===== src/rtl/ex_cond_stage_pkg.sv =====
// Shared types and constants for the dual-lane EX condition stage.
package ex_cond_stage_pkg;

  localparam int D_WIDTH = 32;

  localparam logic [3:0] COND_EQ = 4'b0000;
  localparam logic [3:0] COND_NE = 4'b0001;
  localparam logic [3:0] COND_CS = 4'b0010;
  localparam logic [3:0] COND_CC = 4'b0011;
  localparam logic [3:0] COND_MI = 4'b0100;
  localparam logic [3:0] COND_PL = 4'b0101;
  localparam logic [3:0] COND_VS = 4'b0110;
  localparam logic [3:0] COND_VC = 4'b0111;
  localparam logic [3:0] COND_HI = 4'b1000;
  localparam logic [3:0] COND_LS = 4'b1001;
  localparam logic [3:0] COND_GE = 4'b1010;
  localparam logic [3:0] COND_LT = 4'b1011;
  localparam logic [3:0] COND_GT = 4'b1100;
  localparam logic [3:0] COND_LE = 4'b1101;
  localparam logic [3:0] COND_AL = 4'b1110;
  localparam logic [3:0] COND_NV = 4'b1111;

  localparam int FLAG_N = 3;
  localparam int FLAG_Z = 2;
  localparam int FLAG_C = 1;
  localparam int FLAG_V = 0;

  // One lane's worth of EX/MEM register contents.
  typedef struct packed {
    logic               reg_write;
    logic               memto_reg;
    logic               mem_write;
    logic               pcsrc;
    logic [3:0]         rd;
    logic [D_WIDTH-1:0] alu_result;
    logic [D_WIDTH-1:0] write_data;
  } mem_lane_t;

endpackage


===== src/rtl/ex_cond_stage_if.sv =====
// ID/EX-to-EX/MEM signal bundle; the stage itself uses the slave modport.
interface ex_cond_stage_if;
  import ex_cond_stage_pkg::*;

  logic               stall_m, flush_m;
  logic               pcsrc1_e, pcsrc2_e, branch1_e, branch2_e;
  logic               reg_write1_e, reg_write2_e, memto_reg1_e, memto_reg2_e;
  logic               mem_write1_e, mem_write2_e, flag_write1_e, flag_write2_e;
  logic [3:0]         cond1_e, cond2_e, rd1_e, rd2_e, alu_flags1, alu_flags2;
  logic [D_WIDTH-1:0] alu_result1, alu_result2, write_data1, write_data2;

  logic [3:0]         flags;
  logic               cond_ex1, cond_ex2, pcsrc_taken, taken_lane;
  logic               reg_write1_m, reg_write2_m, memto_reg1_m, memto_reg2_m;
  logic               mem_write1_m, mem_write2_m, pcsrc1_m, pcsrc2_m;
  logic [3:0]         rd1_m, rd2_m;
  logic [D_WIDTH-1:0] alu_result1_m, alu_result2_m, write_data1_m, write_data2_m;

  modport slave (
    input  stall_m, flush_m, pcsrc1_e, pcsrc2_e, branch1_e, branch2_e,
           reg_write1_e, reg_write2_e, memto_reg1_e, memto_reg2_e,
           mem_write1_e, mem_write2_e, flag_write1_e, flag_write2_e,
           cond1_e, cond2_e, rd1_e, rd2_e, alu_flags1, alu_flags2,
           alu_result1, alu_result2, write_data1, write_data2,
    output flags, cond_ex1, cond_ex2, pcsrc_taken, taken_lane,
           reg_write1_m, reg_write2_m, memto_reg1_m, memto_reg2_m,
           mem_write1_m, mem_write2_m, pcsrc1_m, pcsrc2_m, rd1_m, rd2_m,
           alu_result1_m, alu_result2_m, write_data1_m, write_data2_m
  );

  modport master (
    output stall_m, flush_m, pcsrc1_e, pcsrc2_e, branch1_e, branch2_e,
           reg_write1_e, reg_write2_e, memto_reg1_e, memto_reg2_e,
           mem_write1_e, mem_write2_e, flag_write1_e, flag_write2_e,
           cond1_e, cond2_e, rd1_e, rd2_e, alu_flags1, alu_flags2,
           alu_result1, alu_result2, write_data1, write_data2,
    input  flags, cond_ex1, cond_ex2, pcsrc_taken, taken_lane,
           reg_write1_m, reg_write2_m, memto_reg1_m, memto_reg2_m,
           mem_write1_m, mem_write2_m, pcsrc1_m, pcsrc2_m, rd1_m, rd2_m,
           alu_result1_m, alu_result2_m, write_data1_m, write_data2_m
  );
endinterface


===== src/rtl/ex_cond_stage_cond_check.sv =====
// Combinational condition-code evaluator against an {N,Z,C,V} flag set.
module cond_check
  import ex_cond_stage_pkg::*;
(
  input  logic [3:0] cond,
  input  logic [3:0] flags,
  output logic       pass
);
  logic n, z, c, v;

  assign n = flags[FLAG_N];
  assign z = flags[FLAG_Z];
  assign c = flags[FLAG_C];
  assign v = flags[FLAG_V];

  always_comb begin
    pass = 1'b0;
    case (cond)
      COND_EQ: pass = z;
      COND_NE: pass = ~z;
      COND_CS: pass = c;
      COND_CC: pass = ~c;
      COND_MI: pass = n;
      COND_PL: pass = ~n;
      COND_VS: pass = v;
      COND_VC: pass = ~v;
      COND_HI: pass = c & ~z;
      COND_LS: pass = ~c | z;
      COND_GE: pass = (n == v);
      COND_LT: pass = (n != v);
      COND_GT: pass = ~z & (n == v);
      COND_LE: pass = z | (n != v);
      COND_AL: pass = 1'b1;
      default: pass = 1'b0;
    endcase
  end
endmodule


===== src/rtl/ex_cond_stage.sv =====
// Dual-lane condition evaluation with intra-bundle flag forwarding and
// lane-2 squash, feeding the EX/MEM pipeline register and NZCV flags.
module ex_cond_stage
  import ex_cond_stage_pkg::*;
(
  input logic            clk,
  input logic            rst_n,
  ex_cond_stage_if.slave bus
);
  logic       raw1, raw2, cond_ex1, cond_ex2, taken1, taken2;
  logic [3:0] flags_q, f1, flags_next;
  mem_lane_t  lane1_d, lane2_d, lane1_q, lane2_q;

  cond_check u_check1 (.cond(bus.cond1_e), .flags(flags_q), .pass(raw1));
  // Lane 2 evaluates against lane 1's forwarded flags, so no bubble is needed.
  cond_check u_check2 (.cond(bus.cond2_e), .flags(f1),      .pass(raw2));

  always_comb begin
    cond_ex1   = raw1 & ~bus.flush_m;
    f1         = (bus.flag_write1_e & cond_ex1) ? bus.alu_flags1 : flags_q;
    taken1     = cond_ex1 & (bus.pcsrc1_e | bus.branch1_e);
    cond_ex2   = raw2 & ~taken1 & ~bus.flush_m;
    taken2     = cond_ex2 & (bus.pcsrc2_e | bus.branch2_e);
    flags_next = (bus.flag_write2_e & cond_ex2) ? bus.alu_flags2 : f1;

    lane1_d.reg_write  = bus.reg_write1_e & cond_ex1;
    lane1_d.memto_reg  = bus.memto_reg1_e & ~bus.flush_m;
    lane1_d.mem_write  = bus.mem_write1_e & cond_ex1;
    lane1_d.pcsrc      = bus.pcsrc1_e & cond_ex1;
    lane1_d.rd         = bus.rd1_e;
    lane1_d.alu_result = bus.alu_result1;
    lane1_d.write_data = bus.write_data1;

    lane2_d.reg_write  = bus.reg_write2_e & cond_ex2;
    lane2_d.memto_reg  = bus.memto_reg2_e & ~bus.flush_m;
    lane2_d.mem_write  = bus.mem_write2_e & cond_ex2;
    lane2_d.pcsrc      = bus.pcsrc2_e & cond_ex2;
    lane2_d.rd         = bus.rd2_e;
    lane2_d.alu_result = bus.alu_result2;
    lane2_d.write_data = bus.write_data2;
  end

  // Flush overrides stall for the lane register; flags never move on a flush.
  always_ff @(posedge clk or negedge rst_n) begin
    if (!rst_n) begin
      flags_q <= '0;
      lane1_q <= '0;
      lane2_q <= '0;
    end else begin
      if (bus.flush_m || !bus.stall_m) begin
        lane1_q <= lane1_d;
        lane2_q <= lane2_d;
      end
      if (!bus.flush_m && !bus.stall_m) flags_q <= flags_next;
    end
  end

  assign bus.flags         = flags_q;
  assign bus.cond_ex1      = cond_ex1;
  assign bus.cond_ex2      = cond_ex2;
  assign bus.pcsrc_taken   = taken1 | taken2;
  assign bus.taken_lane    = ~taken1;

  assign bus.reg_write1_m  = lane1_q.reg_write;
  assign bus.memto_reg1_m  = lane1_q.memto_reg;
  assign bus.mem_write1_m  = lane1_q.mem_write;
  assign bus.pcsrc1_m      = lane1_q.pcsrc;
  assign bus.rd1_m         = lane1_q.rd;
  assign bus.alu_result1_m = lane1_q.alu_result;
  assign bus.write_data1_m = lane1_q.write_data;

  assign bus.reg_write2_m  = lane2_q.reg_write;
  assign bus.memto_reg2_m  = lane2_q.memto_reg;
  assign bus.mem_write2_m  = lane2_q.mem_write;
  assign bus.pcsrc2_m      = lane2_q.pcsrc;
  assign bus.rd2_m         = lane2_q.rd;
  assign bus.alu_result2_m = lane2_q.alu_result;
  assign bus.write_data2_m = lane2_q.write_data;
endmodule


===== src/flat_wrapper.sv =====
// flat-port wrapper written by rule: the top's interface ports become plain ports
module ex_cond_stage_flat import ex_cond_stage_pkg::*;
  (clk, rst_n, bus_stall_m, bus_flush_m, bus_pcsrc1_e, bus_pcsrc2_e, bus_branch1_e, bus_branch2_e, bus_reg_write1_e, bus_reg_write2_e, bus_memto_reg1_e, bus_memto_reg2_e, bus_mem_write1_e, bus_mem_write2_e, bus_flag_write1_e, bus_flag_write2_e, bus_cond1_e, bus_cond2_e, bus_rd1_e, bus_rd2_e, bus_alu_flags1, bus_alu_flags2, bus_alu_result1, bus_alu_result2, bus_write_data1, bus_write_data2, bus_flags, bus_cond_ex1, bus_cond_ex2, bus_pcsrc_taken, bus_taken_lane, bus_reg_write1_m, bus_reg_write2_m, bus_memto_reg1_m, bus_memto_reg2_m, bus_mem_write1_m, bus_mem_write2_m, bus_pcsrc1_m, bus_pcsrc2_m, bus_rd1_m, bus_rd2_m, bus_alu_result1_m, bus_alu_result2_m, bus_write_data1_m, bus_write_data2_m);
  ex_cond_stage_if bus_i ();
  input logic clk;
  input logic rst_n;
  input wire logic [$bits(bus_i.stall_m)-1:0] bus_stall_m;
  input wire logic [$bits(bus_i.flush_m)-1:0] bus_flush_m;
  input wire logic [$bits(bus_i.pcsrc1_e)-1:0] bus_pcsrc1_e;
  input wire logic [$bits(bus_i.pcsrc2_e)-1:0] bus_pcsrc2_e;
  input wire logic [$bits(bus_i.branch1_e)-1:0] bus_branch1_e;
  input wire logic [$bits(bus_i.branch2_e)-1:0] bus_branch2_e;
  input wire logic [$bits(bus_i.reg_write1_e)-1:0] bus_reg_write1_e;
  input wire logic [$bits(bus_i.reg_write2_e)-1:0] bus_reg_write2_e;
  input wire logic [$bits(bus_i.memto_reg1_e)-1:0] bus_memto_reg1_e;
  input wire logic [$bits(bus_i.memto_reg2_e)-1:0] bus_memto_reg2_e;
  input wire logic [$bits(bus_i.mem_write1_e)-1:0] bus_mem_write1_e;
  input wire logic [$bits(bus_i.mem_write2_e)-1:0] bus_mem_write2_e;
  input wire logic [$bits(bus_i.flag_write1_e)-1:0] bus_flag_write1_e;
  input wire logic [$bits(bus_i.flag_write2_e)-1:0] bus_flag_write2_e;
  input wire logic [$bits(bus_i.cond1_e)-1:0] bus_cond1_e;
  input wire logic [$bits(bus_i.cond2_e)-1:0] bus_cond2_e;
  input wire logic [$bits(bus_i.rd1_e)-1:0] bus_rd1_e;
  input wire logic [$bits(bus_i.rd2_e)-1:0] bus_rd2_e;
  input wire logic [$bits(bus_i.alu_flags1)-1:0] bus_alu_flags1;
  input wire logic [$bits(bus_i.alu_flags2)-1:0] bus_alu_flags2;
  input wire logic [$bits(bus_i.alu_result1)-1:0] bus_alu_result1;
  input wire logic [$bits(bus_i.alu_result2)-1:0] bus_alu_result2;
  input wire logic [$bits(bus_i.write_data1)-1:0] bus_write_data1;
  input wire logic [$bits(bus_i.write_data2)-1:0] bus_write_data2;
  output wire logic [$bits(bus_i.flags)-1:0] bus_flags;
  output wire logic [$bits(bus_i.cond_ex1)-1:0] bus_cond_ex1;
  output wire logic [$bits(bus_i.cond_ex2)-1:0] bus_cond_ex2;
  output wire logic [$bits(bus_i.pcsrc_taken)-1:0] bus_pcsrc_taken;
  output wire logic [$bits(bus_i.taken_lane)-1:0] bus_taken_lane;
  output wire logic [$bits(bus_i.reg_write1_m)-1:0] bus_reg_write1_m;
  output wire logic [$bits(bus_i.reg_write2_m)-1:0] bus_reg_write2_m;
  output wire logic [$bits(bus_i.memto_reg1_m)-1:0] bus_memto_reg1_m;
  output wire logic [$bits(bus_i.memto_reg2_m)-1:0] bus_memto_reg2_m;
  output wire logic [$bits(bus_i.mem_write1_m)-1:0] bus_mem_write1_m;
  output wire logic [$bits(bus_i.mem_write2_m)-1:0] bus_mem_write2_m;
  output wire logic [$bits(bus_i.pcsrc1_m)-1:0] bus_pcsrc1_m;
  output wire logic [$bits(bus_i.pcsrc2_m)-1:0] bus_pcsrc2_m;
  output wire logic [$bits(bus_i.rd1_m)-1:0] bus_rd1_m;
  output wire logic [$bits(bus_i.rd2_m)-1:0] bus_rd2_m;
  output wire logic [$bits(bus_i.alu_result1_m)-1:0] bus_alu_result1_m;
  output wire logic [$bits(bus_i.alu_result2_m)-1:0] bus_alu_result2_m;
  output wire logic [$bits(bus_i.write_data1_m)-1:0] bus_write_data1_m;
  output wire logic [$bits(bus_i.write_data2_m)-1:0] bus_write_data2_m;
  assign bus_i.stall_m = bus_stall_m;
  assign bus_i.flush_m = bus_flush_m;
  assign bus_i.pcsrc1_e = bus_pcsrc1_e;
  assign bus_i.pcsrc2_e = bus_pcsrc2_e;
  assign bus_i.branch1_e = bus_branch1_e;
  assign bus_i.branch2_e = bus_branch2_e;
  assign bus_i.reg_write1_e = bus_reg_write1_e;
  assign bus_i.reg_write2_e = bus_reg_write2_e;
  assign bus_i.memto_reg1_e = bus_memto_reg1_e;
  assign bus_i.memto_reg2_e = bus_memto_reg2_e;
  assign bus_i.mem_write1_e = bus_mem_write1_e;
  assign bus_i.mem_write2_e = bus_mem_write2_e;
  assign bus_i.flag_write1_e = bus_flag_write1_e;
  assign bus_i.flag_write2_e = bus_flag_write2_e;
  assign bus_i.cond1_e = bus_cond1_e;
  assign bus_i.cond2_e = bus_cond2_e;
  assign bus_i.rd1_e = bus_rd1_e;
  assign bus_i.rd2_e = bus_rd2_e;
  assign bus_i.alu_flags1 = bus_alu_flags1;
  assign bus_i.alu_flags2 = bus_alu_flags2;
  assign bus_i.alu_result1 = bus_alu_result1;
  assign bus_i.alu_result2 = bus_alu_result2;
  assign bus_i.write_data1 = bus_write_data1;
  assign bus_i.write_data2 = bus_write_data2;
  assign bus_flags = bus_i.flags;
  assign bus_cond_ex1 = bus_i.cond_ex1;
  assign bus_cond_ex2 = bus_i.cond_ex2;
  assign bus_pcsrc_taken = bus_i.pcsrc_taken;
  assign bus_taken_lane = bus_i.taken_lane;
  assign bus_reg_write1_m = bus_i.reg_write1_m;
  assign bus_reg_write2_m = bus_i.reg_write2_m;
  assign bus_memto_reg1_m = bus_i.memto_reg1_m;
  assign bus_memto_reg2_m = bus_i.memto_reg2_m;
  assign bus_mem_write1_m = bus_i.mem_write1_m;
  assign bus_mem_write2_m = bus_i.mem_write2_m;
  assign bus_pcsrc1_m = bus_i.pcsrc1_m;
  assign bus_pcsrc2_m = bus_i.pcsrc2_m;
  assign bus_rd1_m = bus_i.rd1_m;
  assign bus_rd2_m = bus_i.rd2_m;
  assign bus_alu_result1_m = bus_i.alu_result1_m;
  assign bus_alu_result2_m = bus_i.alu_result2_m;
  assign bus_write_data1_m = bus_i.write_data1_m;
  assign bus_write_data2_m = bus_i.write_data2_m;
  ex_cond_stage u_core (.clk(clk), .rst_n(rst_n), .bus(bus_i));
endmodule

===== config.mk =====
export PLATFORM = sky130hd
export DESIGN_NAME = ex_cond_stage_flat
export DESIGN_NICKNAME = d
export VERILOG_FILES = /design/src/rtl/ex_cond_stage_pkg.sv /design/src/rtl/ex_cond_stage_if.sv /design/src/rtl/ex_cond_stage_cond_check.sv /design/src/rtl/ex_cond_stage.sv /design/src/flat_wrapper.sv
export SDC_FILE = /design/constraint.sdc
export NUM_CORES = 1
export LEC_CHECK = 0
export CAP_MARGIN = 10
export CORE_MARGIN = 3
export CORE_UTILIZATION = 35
export CTS_BUF_LIST = sky130_fd_sc_hd__clkbuf_8
export CTS_CLUSTER_SIZE = 8
export DETAILED_ROUTE_END_ITERATION = 8
export PLACE_DENSITY = 0.7
export SLEW_MARGIN = 20
export SYNTH_ARGS = -nofsm -noshare
export SYNTH_HDL_FRONTEND = slang
export SYNTH_HIERARCHICAL = 1
export SYNTH_SLANG_ARGS = --single-unit
export TNS_END_PERCENT = 50

===== constraint.sdc =====
create_clock -name clk -period 15.87 [get_ports clk]
set_clock_uncertainty 0.15 [all_clocks]
set_input_delay 4.761 -clock clk [delete_from_list [all_inputs] [get_ports clk]]
set_output_delay 4.761 -clock clk [all_outputs]
set_load 0.005 [all_outputs]

==> out/qor.tcl, run 1 <==
set qor(outcome) {finished clean}
set qor(startpoint_type) {primary input}
set qor(p_per_area_mw_per_mm2) 100.6
set qor(power.static_leakage_nw) 4.440
set qor(rsz0062_at_grt) {false}
set qor(grt_pass1_wl_microns) 27940
set qor(final_net_count) 902
set qor(clkTransAtPathRegs_ns) 0.08
set qor(crit_required_ns) 10.96
set qor(synth_cell_type_count) 35
set qor(worst_ir_drop_vdd_mv) 0.06554
set qor(min_period_over_period_pct) 86.45
set qor(wl_per_cell_microns) 18.58
set qor(detailedRoute.firstPassIterationCount) 4
set qor(remaining_antenna_violation_count_after_routing) 0
set qor(grt_antenna_before_repair) 0
set qor(grt_pass1_vias) 5017
set qor(relSlewSlack_pct) 27.30
set qor(floorplan.die.width_microns) 141.3
set qor(clock_tree.buffer_depth) 2
set qor(post_synth.cell_area_avg_sq_um) 15.44
set qor(synth_seq_area_share_pct) 57.81
set qor(clock.fmax_mhz) 72.89
set qor(remaining_drc_errors) 0
set qor(synth_seq_cells) 148
set qor(postCtsSetupBuffers) 0
set qor(yosys-top-cells-area) {sky130_fd_sc_hd__dfrtp_1 (58%), sky130_fd_sc_hd__mux2_4 (18%), sky130_fd_sc_hd__mux2_2 (12%), sky130_fd_sc_hd__buf_6 (1.9%), sky130_fd_sc_hd__nand2_1 (0.94%)}
set qor(setup_failing_eps_final) 0
set qor(core_area_sq_mm) 0.01760
set qor(cts.htree.levels) 4
set qor(post_cts_resize_count) 0
set qor(worst-slew-pin-transition_ns) 1.091
set qor(start_util_pct) 36.41
set qor(final-hold-violation-count) 0
set qor(synthesis.nets) 583
set qor(num_cts_buffers) 17
set qor(synth.yosys.warnings) 6
set qor(number_of_inserted_diodes) 0
set qor(layout_setup_ws_ns) 2.150
set qor(synth_async_sr_flop_share_pct) 100.0
set qor(tritoncts_num_sinks) 148
set qor(crit_path_max_fanout) 8
set qor(drt_iter0_markers) 150
set qor(ios) 320
set qor(cts_hold_buf) 0
set qor(endpoint_kind) {output pin}
set qor(max_cap_viols) 0
set qor(layout-drive-gt1-share_pct) 24.36
set qor(die_area_sq_mm) 0.01996
set qor(final_slew_violations) 0
set qor(synth_edf_count) 0
set qor(gate_count_of_the_mapped_netlist) 415
set qor(detail_route.vias_per_cell) 4.801
set qor(post_dp_hpwl_microns) 13430
set qor(primary_flip_flop_cell_chosen_by_synthesis_mapping) {sky130_fd_sc_hd__dfrtp_1}
set qor(min-delay-path-class) {reg -> reg}
set qor(fp.dieH_microns) 141.3
set qor(fin_hold_ws_ns) 0.3594
set qor(critical_path_arrival_ns) 8.81
set qor(globalplace.congestion) 0.8557
set qor(gr-total-overflow) 0
set qor(fin_setup_tns_ns) 0
set qor(clockRootBuffer) {sky130_fd_sc_hd__clkbuf_8}
set qor(fp-row-count) 48
set qor(period_needed_ns) 13.72
set qor(clock_latency_ns) 0.44
set qor(tritoncts_clock_tree) {built}
set qor(synth_top_area_cell) {sky130_fd_sc_hd__dfrtp_1}
set qor(grt_max_degree) 87
set qor(placement.setup.worst_slack_ns) 2.222
set qor(totalWireLength_microns) 18060
set qor(timing_worst_setup_path_type) {in -> out}
set qor(placement.io_buffers) 319
set qor(gr-usage-all-layers_pct) 17.81
set qor(vias) 4667
set qor(finalPower_w) 0.001025
set qor(synth_top_area_share_pct) 57.81
set qor(area_growth_syn_to_layout_pct) 59.12
set qor(syn-cell-area_sq_mm) 0.006406
-- worst max-delay path: stages --
cell and delay (ns):
sky130_fd_sc_hd__clkdlybuf4s50_1 0.63, sky130_fd_sc_hd__mux2_4 0.33, sky130_fd_sc_hd__a21oi_1 0.15, sky130_fd_sc_hd__o211ai_1 0.11
sky130_fd_sc_hd__a211o_1 0.38, sky130_fd_sc_hd__nor2b_1 0.18, sky130_fd_sc_hd__nand2_1 0.18, sky130_fd_sc_hd__mux2_2 0.42
sky130_fd_sc_hd__mux2_4 0.28, sky130_fd_sc_hd__a21oi_1 0.20, sky130_fd_sc_hd__o211ai_1 0.14, sky130_fd_sc_hd__a211o_1 0.36
sky130_fd_sc_hd__nand3_1 0.18, sky130_fd_sc_hd__inv_1 0.06, sky130_fd_sc_hd__clkdlybuf4s50_1 0.44
-- metrics by stage --
stage / utilization (%) / area, sq um / instances
final: 57.93 / 10190 / 972
after global routing: 57.93 / 10190 / 972
after CTS: 57.77 / 10170 / 971
after detailed placement: 55.24 / 9721 / 939
after global placement: 55.24 / 9721 / 939
after floorplan: - / 6406 / 415
-- worst paths after layout --
kind | startpoint | cells past startpoint | slack (ns) | end
max reg2reg | u_core/bus.flags[3]$_DFFE_PN0P_ | 14 | 11.66 | u_core/bus.flags[2]$_DFFE_PN0P_
max in group asynchronous | rst_n | 2 | 10.03 | u_core/bus.alu_result1_m[29]$_DFFE_PN0P_
min reg2reg | u_core/bus.write_data1_m[23]$_DFFE_PN0P_ | 1 | 0.36 | u_core/bus.write_data1_m[23]$_DFFE_PN0P_
max | bus_cond1_e[2] | 15 | 2.15 | bus_cond_ex2
min in group asynchronous | rst_n | 1 | 4.23 | u_core/bus.write_data2_m[19]$_DFFE_PN0P_
min | u_core/bus.write_data1_m[23]$_DFFE_PN0P_ | 1 | 0.36 | u_core/bus.write_data1_m[23]$_DFFE_PN0P_
-- Yosys cell counts (3+ instances only) --
master                       n
sky130_fd_sc_hd__a211o_1     4
sky130_fd_sc_hd__a21oi_1     9
sky130_fd_sc_hd__buf_2       9
sky130_fd_sc_hd__buf_6      11
sky130_fd_sc_hd__dfrtp_1   148
sky130_fd_sc_hd__inv_1       9
sky130_fd_sc_hd__mux2_2     66
sky130_fd_sc_hd__mux2_4     76
sky130_fd_sc_hd__nand2_1    16
sky130_fd_sc_hd__nand2b_1    4
sky130_fd_sc_hd__nand3_1     5
sky130_fd_sc_hd__nand3b_1    3
sky130_fd_sc_hd__nor2_1      7
sky130_fd_sc_hd__nor2b_1     3
sky130_fd_sc_hd__nor3_1      4
sky130_fd_sc_hd__o211ai_1    4
sky130_fd_sc_hd__o221ai_1    4
sky130_fd_sc_hd__o22ai_1     5
-- per-layer routing --
metal | track usage (%) | part of all wire [%] | vias to the layer above
met5 | 0 | 0 | -
met4 | 5.558 | 2.4 | 0
met3 | 7.449 | 8.9 | 31
met2 | 30.10 | 50 | 238
met1 | 20.63 | 39 | 2284
li1 | - | - | 2114
-- sequential cells by signal, summed over array words and instances, names as in the netlist --
| register | cells |
|---|---|
| u_core/bus.mem_write1_m | 1 |
| u_core/bus.reg_write2_m | 1 |
| u_core/bus.flags | 4 |
| u_core/bus.reg_write1_m | 1 |
| u_core/bus.write_data1_m | 32 |
| u_core/bus.rd1_m | 4 |
| u_core/bus.alu_result2_m | 32 |
| u_core/bus.alu_result1_m | 32 |
| u_core/bus.write_data2_m | 32 |
| u_core/bus.mem_write2_m | 1 |
| u_core/bus.pcsrc2_m | 1 |
| u_core/bus.rd2_m | 4 |
| u_core/bus.memto_reg2_m | 1 |
| u_core/bus.memto_reg1_m | 1 |
| u_core/bus.pcsrc1_m | 1 |
-- report_power, final --
part           switching (W)  leakage (nW)  total, W  internal [W]
Sequential         0.0000291          1.74  0.000442      0.000413
Combinational      0.0000893          2.47  0.000257      0.000168
Clock               0.000149         0.220  0.000326      0.000177
Total               0.000267          4.44   0.00103      0.000758
-- layout make-up --
class | instances | area (sq um)
clock buffers | 18 | 247.7
clock inverters | 14 | 197.7
fillers | 1403 | 7403
inverters | 9 | 33.78
multi-input cells | 236 | 2492
flip-flops and latches | 148 | 3704
well taps | 225 | 281.5
repair buffers | 322 | 3237
-- kinds of logic after synthesis --
logic type | count (synthesis) | synth area share [%]
buffers and inverters | 31 | 3.281
AOI/OAI and AO/OA | 36 | 3.886
muxes | 144 | 29.73
DFF | 148 | 57.81
and+or+nand+nor | 52 | 4.512
xor gates and xnor gates | 4 | 0.7813
-- placed cells by master (no fill, tap or decap), types with 4 or more instances in the layout --
| cell type | count |
|---|---|
| sky130_fd_sc_hd__a211o_1 | 4 |
| sky130_fd_sc_hd__a21oi_1 | 9 |
| sky130_fd_sc_hd__bufinv_16 | 4 |
| sky130_fd_sc_hd__clkbuf_8 | 18 |
| sky130_fd_sc_hd__clkdlybuf4s50_1 | 318 |
| sky130_fd_sc_hd__dfrtp_1 | 148 |
| sky130_fd_sc_hd__inv_1 | 9 |
| sky130_fd_sc_hd__inv_6 | 4 |
| sky130_fd_sc_hd__mux2_2 | 66 |
| sky130_fd_sc_hd__mux2_4 | 76 |
| sky130_fd_sc_hd__nand2_1 | 16 |
| sky130_fd_sc_hd__nand2b_1 | 4 |
| sky130_fd_sc_hd__nand3_1 | 5 |
| sky130_fd_sc_hd__nor2_1 | 7 |
| sky130_fd_sc_hd__nor3_1 | 4 |
| sky130_fd_sc_hd__o211ai_1 | 4 |
| sky130_fd_sc_hd__o221ai_1 | 4 |
| sky130_fd_sc_hd__o22ai_1 | 5 |
Note: power is estimated with default switching activity, not from simulation.
==> run 2, diff against run 1 <==
--- a/config.mk
+++ b/config.mk
@@ -8,7 +8,6 @@
 export CAP_MARGIN = 10
 export CORE_MARGIN = 3
 export CORE_UTILIZATION = 35
-export CTS_BUF_LIST = sky130_fd_sc_hd__clkbuf_8
 export CTS_CLUSTER_SIZE = 8
 export DETAILED_ROUTE_END_ITERATION = 8
 export PLACE_DENSITY = 0.7
==> run 2 against run 1 <==
Compared with the run above:
- worst setup slack improved by 0.0094 ns
- core utilization rose by 1.1 points
- sequential power about the same
- clock power up 32%
- non-clock buffer count did not move
- largest power group unchanged
- largest cell class unchanged
- final cell count unchanged
- critical endpoint unchanged
- design area up 1.9%
- highest routed layer unchanged
- worst hold slack worse by 0.0051 ns
==> out/qor.tcl, run 2 (synthesis results as in run 1) <==
set qor(register_area_sq_mm) 0.003704 ;# unchanged
set qor(tritoncts_num_sinks) 148 ;# unchanged
set qor(clock_tree.buffer_depth) 2 ;# unchanged
set qor(num_cts_buffers) 17 ;# unchanged
set qor(layout-drive-gt1-share_pct) 24.36 ;# unchanged
set qor(cts_hold_buf) 0 ;# unchanged
set qor(startpoint_type) {primary input}
set qor(final-hold-violation-count) 0 ;# unchanged
set qor(grt_pass1_vias) 4997 ;# -0.40%
set qor(post_dp_hpwl_microns) 13430 ;# unchanged
set qor(vias) 4624 ;# -0.92%
set qor(cp_slowest_cell) {sky130_fd_sc_hd__clkdlybuf4s50_1}
set qor(crit_path_max_fanout) 8 ;# unchanged
set qor(worst-slew-pin-transition_ns) 1.105 ;# +0.01481 ns
set qor(fp-row-count) 48 ;# unchanged
set qor(wl_per_cell_microns) 18.68 ;# +0.51%
set qor(crit_chain) {clkdlybuf4s50_1, mux2_4, a21oi_1, o211ai_1, a211o_1, nor2b_1, nand2_1, mux2_2, mux2_4, a21oi_1, o211ai_1, a211o_1, nand3_1, inv_1, clkdlybuf4s50_1}
set qor(crit_required_ns) 10.96 ;# about the same
set qor(final_cell_mix) {sky130_fd_sc_hd__clkdlybuf4s50_1 (318), sky130_fd_sc_hd__dfrtp_1 (148), sky130_fd_sc_hd__mux2_4 (76), sky130_fd_sc_hd__mux2_2 (66), sky130_fd_sc_hd__clkbuf_16 (17)}
set qor(critical_path_arrival_ns) 8.80 ;# about the same
set qor(multi_input_gate_area_in_the_final_layout_sq_mm) 0.002492 ;# unchanged
set qor(relSlewSlack_pct) 26.31 ;# -0.99 points
set qor(finalPower_w) 0.001131 ;# +10%
set qor(fin_setup_tns_ns) 0 ;# unchanged
set qor(timing_worst_setup_path_type) {in -> out}
set qor(placed_area_sq_mm) 0.009721 ;# unchanged
set qor(p_per_area_mw_per_mm2) 108.9 ;# +8.2%
set qor(cts.htree.levels) 4 ;# unchanged
set qor(min_period_over_period_pct) 86.39 ;# about the same
set qor(period_needed_ns) 13.71 ;# -0.009430 ns
set qor(rsz0062_at_grt) {false}
set qor(fillerInstances) 1383 ;# -1.4%
set qor(power.static_leakage_nw) 4.527 ;# +2.0%
set qor(ios) 320 ;# unchanged
set qor(setup_failing_eps_final) 0 ;# unchanged
set qor(totalWireLength_microns) 18160 ;# +0.51%
set qor(post_cts_resize_count) 0 ;# unchanged
set qor(layout.cell_area.non_filler_sq_mm) 0.01039 ;# +1.9%
set qor(grt_pass1_wl_microns) 28020 ;# +0.29%
set qor(clock_latency_ns) 0.41 ;# -0.03 ns
set qor(final_slew_violations) 0 ;# unchanged
set qor(start_util_pct) 36.41 ;# unchanged
set qor(max_cap_viols) 0 ;# unchanged
set qor(min-delay-path-class) {reg -> reg}
set qor(outcome) {finished clean}
set qor(fp.dieH_microns) 141.3 ;# unchanged
set qor(globalplace.congestion) 0.8557 ;# unchanged
set qor(area_growth_syn_to_layout_pct) 62.11
set qor(final_net_count) 902 ;# unchanged
set qor(detailedRoute.firstPassIterationCount) 4 ;# unchanged
set qor(drt_iter0_markers) 186 ;# +24%
set qor(tritoncts_clock_tree) {built}
set qor(gr-usage-all-layers_pct) 17.93 ;# +0.12 points
set qor(remaining_antenna_violation_count_after_routing) 0 ;# unchanged
set qor(remaining_drc_errors) 0 ;# unchanged
set qor(gr-total-overflow) 0 ;# unchanged
set qor(clkTransAtPathRegs_ns) 0.06 ;# -0.02 ns
set qor(floorplan.die.width_microns) 141.3 ;# unchanged
set qor(grt_antenna_before_repair) 0 ;# unchanged
set qor(core_area_sq_mm) 0.01760 ;# unchanged
set qor(number_of_inserted_diodes) 0 ;# unchanged
set qor(postCtsSetupBuffers) 0 ;# unchanged
set qor(critPathMaxStageDelay_ns) 0.62 ;# about the same
set qor(worst_ir_drop_vdd_mv) 0.06954 ;# +6.1%
set qor(reg2reg_setup_slack_ns) 11.67 ;# about the same
set qor(clockRootBuffer) {sky130_fd_sc_hd__clkbuf_16}
set qor(die_area_sq_mm) 0.01996 ;# unchanged
set qor(clock.fmax_mhz) 72.94 ;# about the same
set qor(placement.io_buffers) 319 ;# unchanged
set qor(endpoint_kind) {output pin}
set qor(final_common_cell) {sky130_fd_sc_hd__clkdlybuf4s50_1}
set qor(grt_max_degree) 87 ;# unchanged
set qor(detail_route.vias_per_cell) 4.757 ;# -0.92%
## run 2: power by group
group | total (W) | internal, W | switching, W | leakage, nW
combinational | 0.000258 | 0.000168 | 0.0000894 | 2.47
sequential | 0.000443 | 0.000414 | 0.0000294 | 1.74
clock | 0.000430 | 0.000269 | 0.000161 | 0.308
total | 0.00113 | 0.000851 | 0.000280 | 4.53
## run 2: area by class of cell
type                       instances  area share (%)
tap                              225           2.711
timing repair buffer             322           31.17
clock buffer                      18           4.229
sequential                       148           35.66
multi-input combinational        236           24.00
clock inverter                    14           1.904
inverter                           9          0.3253
## run 2: worst paths after layout
check                                                         start                                       end  cells after the start
setup / recovery                                     bus_cond1_e[2]                              bus_cond_ex2                     15
hold / removal             u_core/bus.write_data1_m[23]$_DFFE_PN0P_  u_core/bus.write_data1_m[23]$_DFFE_PN0P_                      1
setup reg to reg                    u_core/bus.flags[3]$_DFFE_PN0P_           u_core/bus.flags[2]$_DFFE_PN0P_                     14
hold reg to reg            u_core/bus.write_data1_m[23]$_DFFE_PN0P_  u_core/bus.write_data1_m[23]$_DFFE_PN0P_                      1
max in group asynchronous                                     rst_n  u_core/bus.alu_result1_m[29]$_DFFE_PN0P_                      2
min in group asynchronous                                     rst_n  u_core/bus.write_data2_m[19]$_DFFE_PN0P_                      1
## run 2: stage by stage
step | cells | setup slack (ns) | hold WS, ns | util [%]
6_report | 972 | 2.159 | 0.3543 | 59.02
5_1_grt | 972 | 1.960 | 0.3626 | 59.02
4_1_cts | 971 | 2.212 | 0.3591 | 58.86
3_5_place_dp | 939 | 2.222 | 0.3420 | 55.24
3_3_place_gp | 939 | 2.367 | 0.3383 | 55.24
2_1_floorplan | 415 | 3.512 | 0.3553 | -
## run 2: worst max-delay path: cells and delay by family
| kind | cells | cell delay (ns) |
|---|---|---|
| muxes | 3 | 1.02 |
| buffers and inverters | 3 | 1.12 |
| and+or+nand+nor | 3 | 0.54 |
| AOI/OAI and AO/OA | 6 | 1.34 |
## run 2: metal layers
layer,wire length [microns],up-vias,track usage [%]
li1,-,2113,-
met1,6961,2247,20.74
met2,9120,238,30.02
met3,1596,26,7.179
met4,476,0,6.680
met5,0,-,0
==> run 3, diff against run 2 <==
--- a/config.mk
+++ b/config.mk
@@ -5,7 +5,7 @@
 export SDC_FILE = /design/constraint.sdc
 export NUM_CORES = 1
 export LEC_CHECK = 0
-export CAP_MARGIN = 10
+export CAP_MARGIN = 20
 export CORE_MARGIN = 3
 export CORE_UTILIZATION = 35
 export CTS_CLUSTER_SIZE = 8
==> results of run 3 <==
Same layout as run 2: the final DEF is identical, and so are final timing and power.
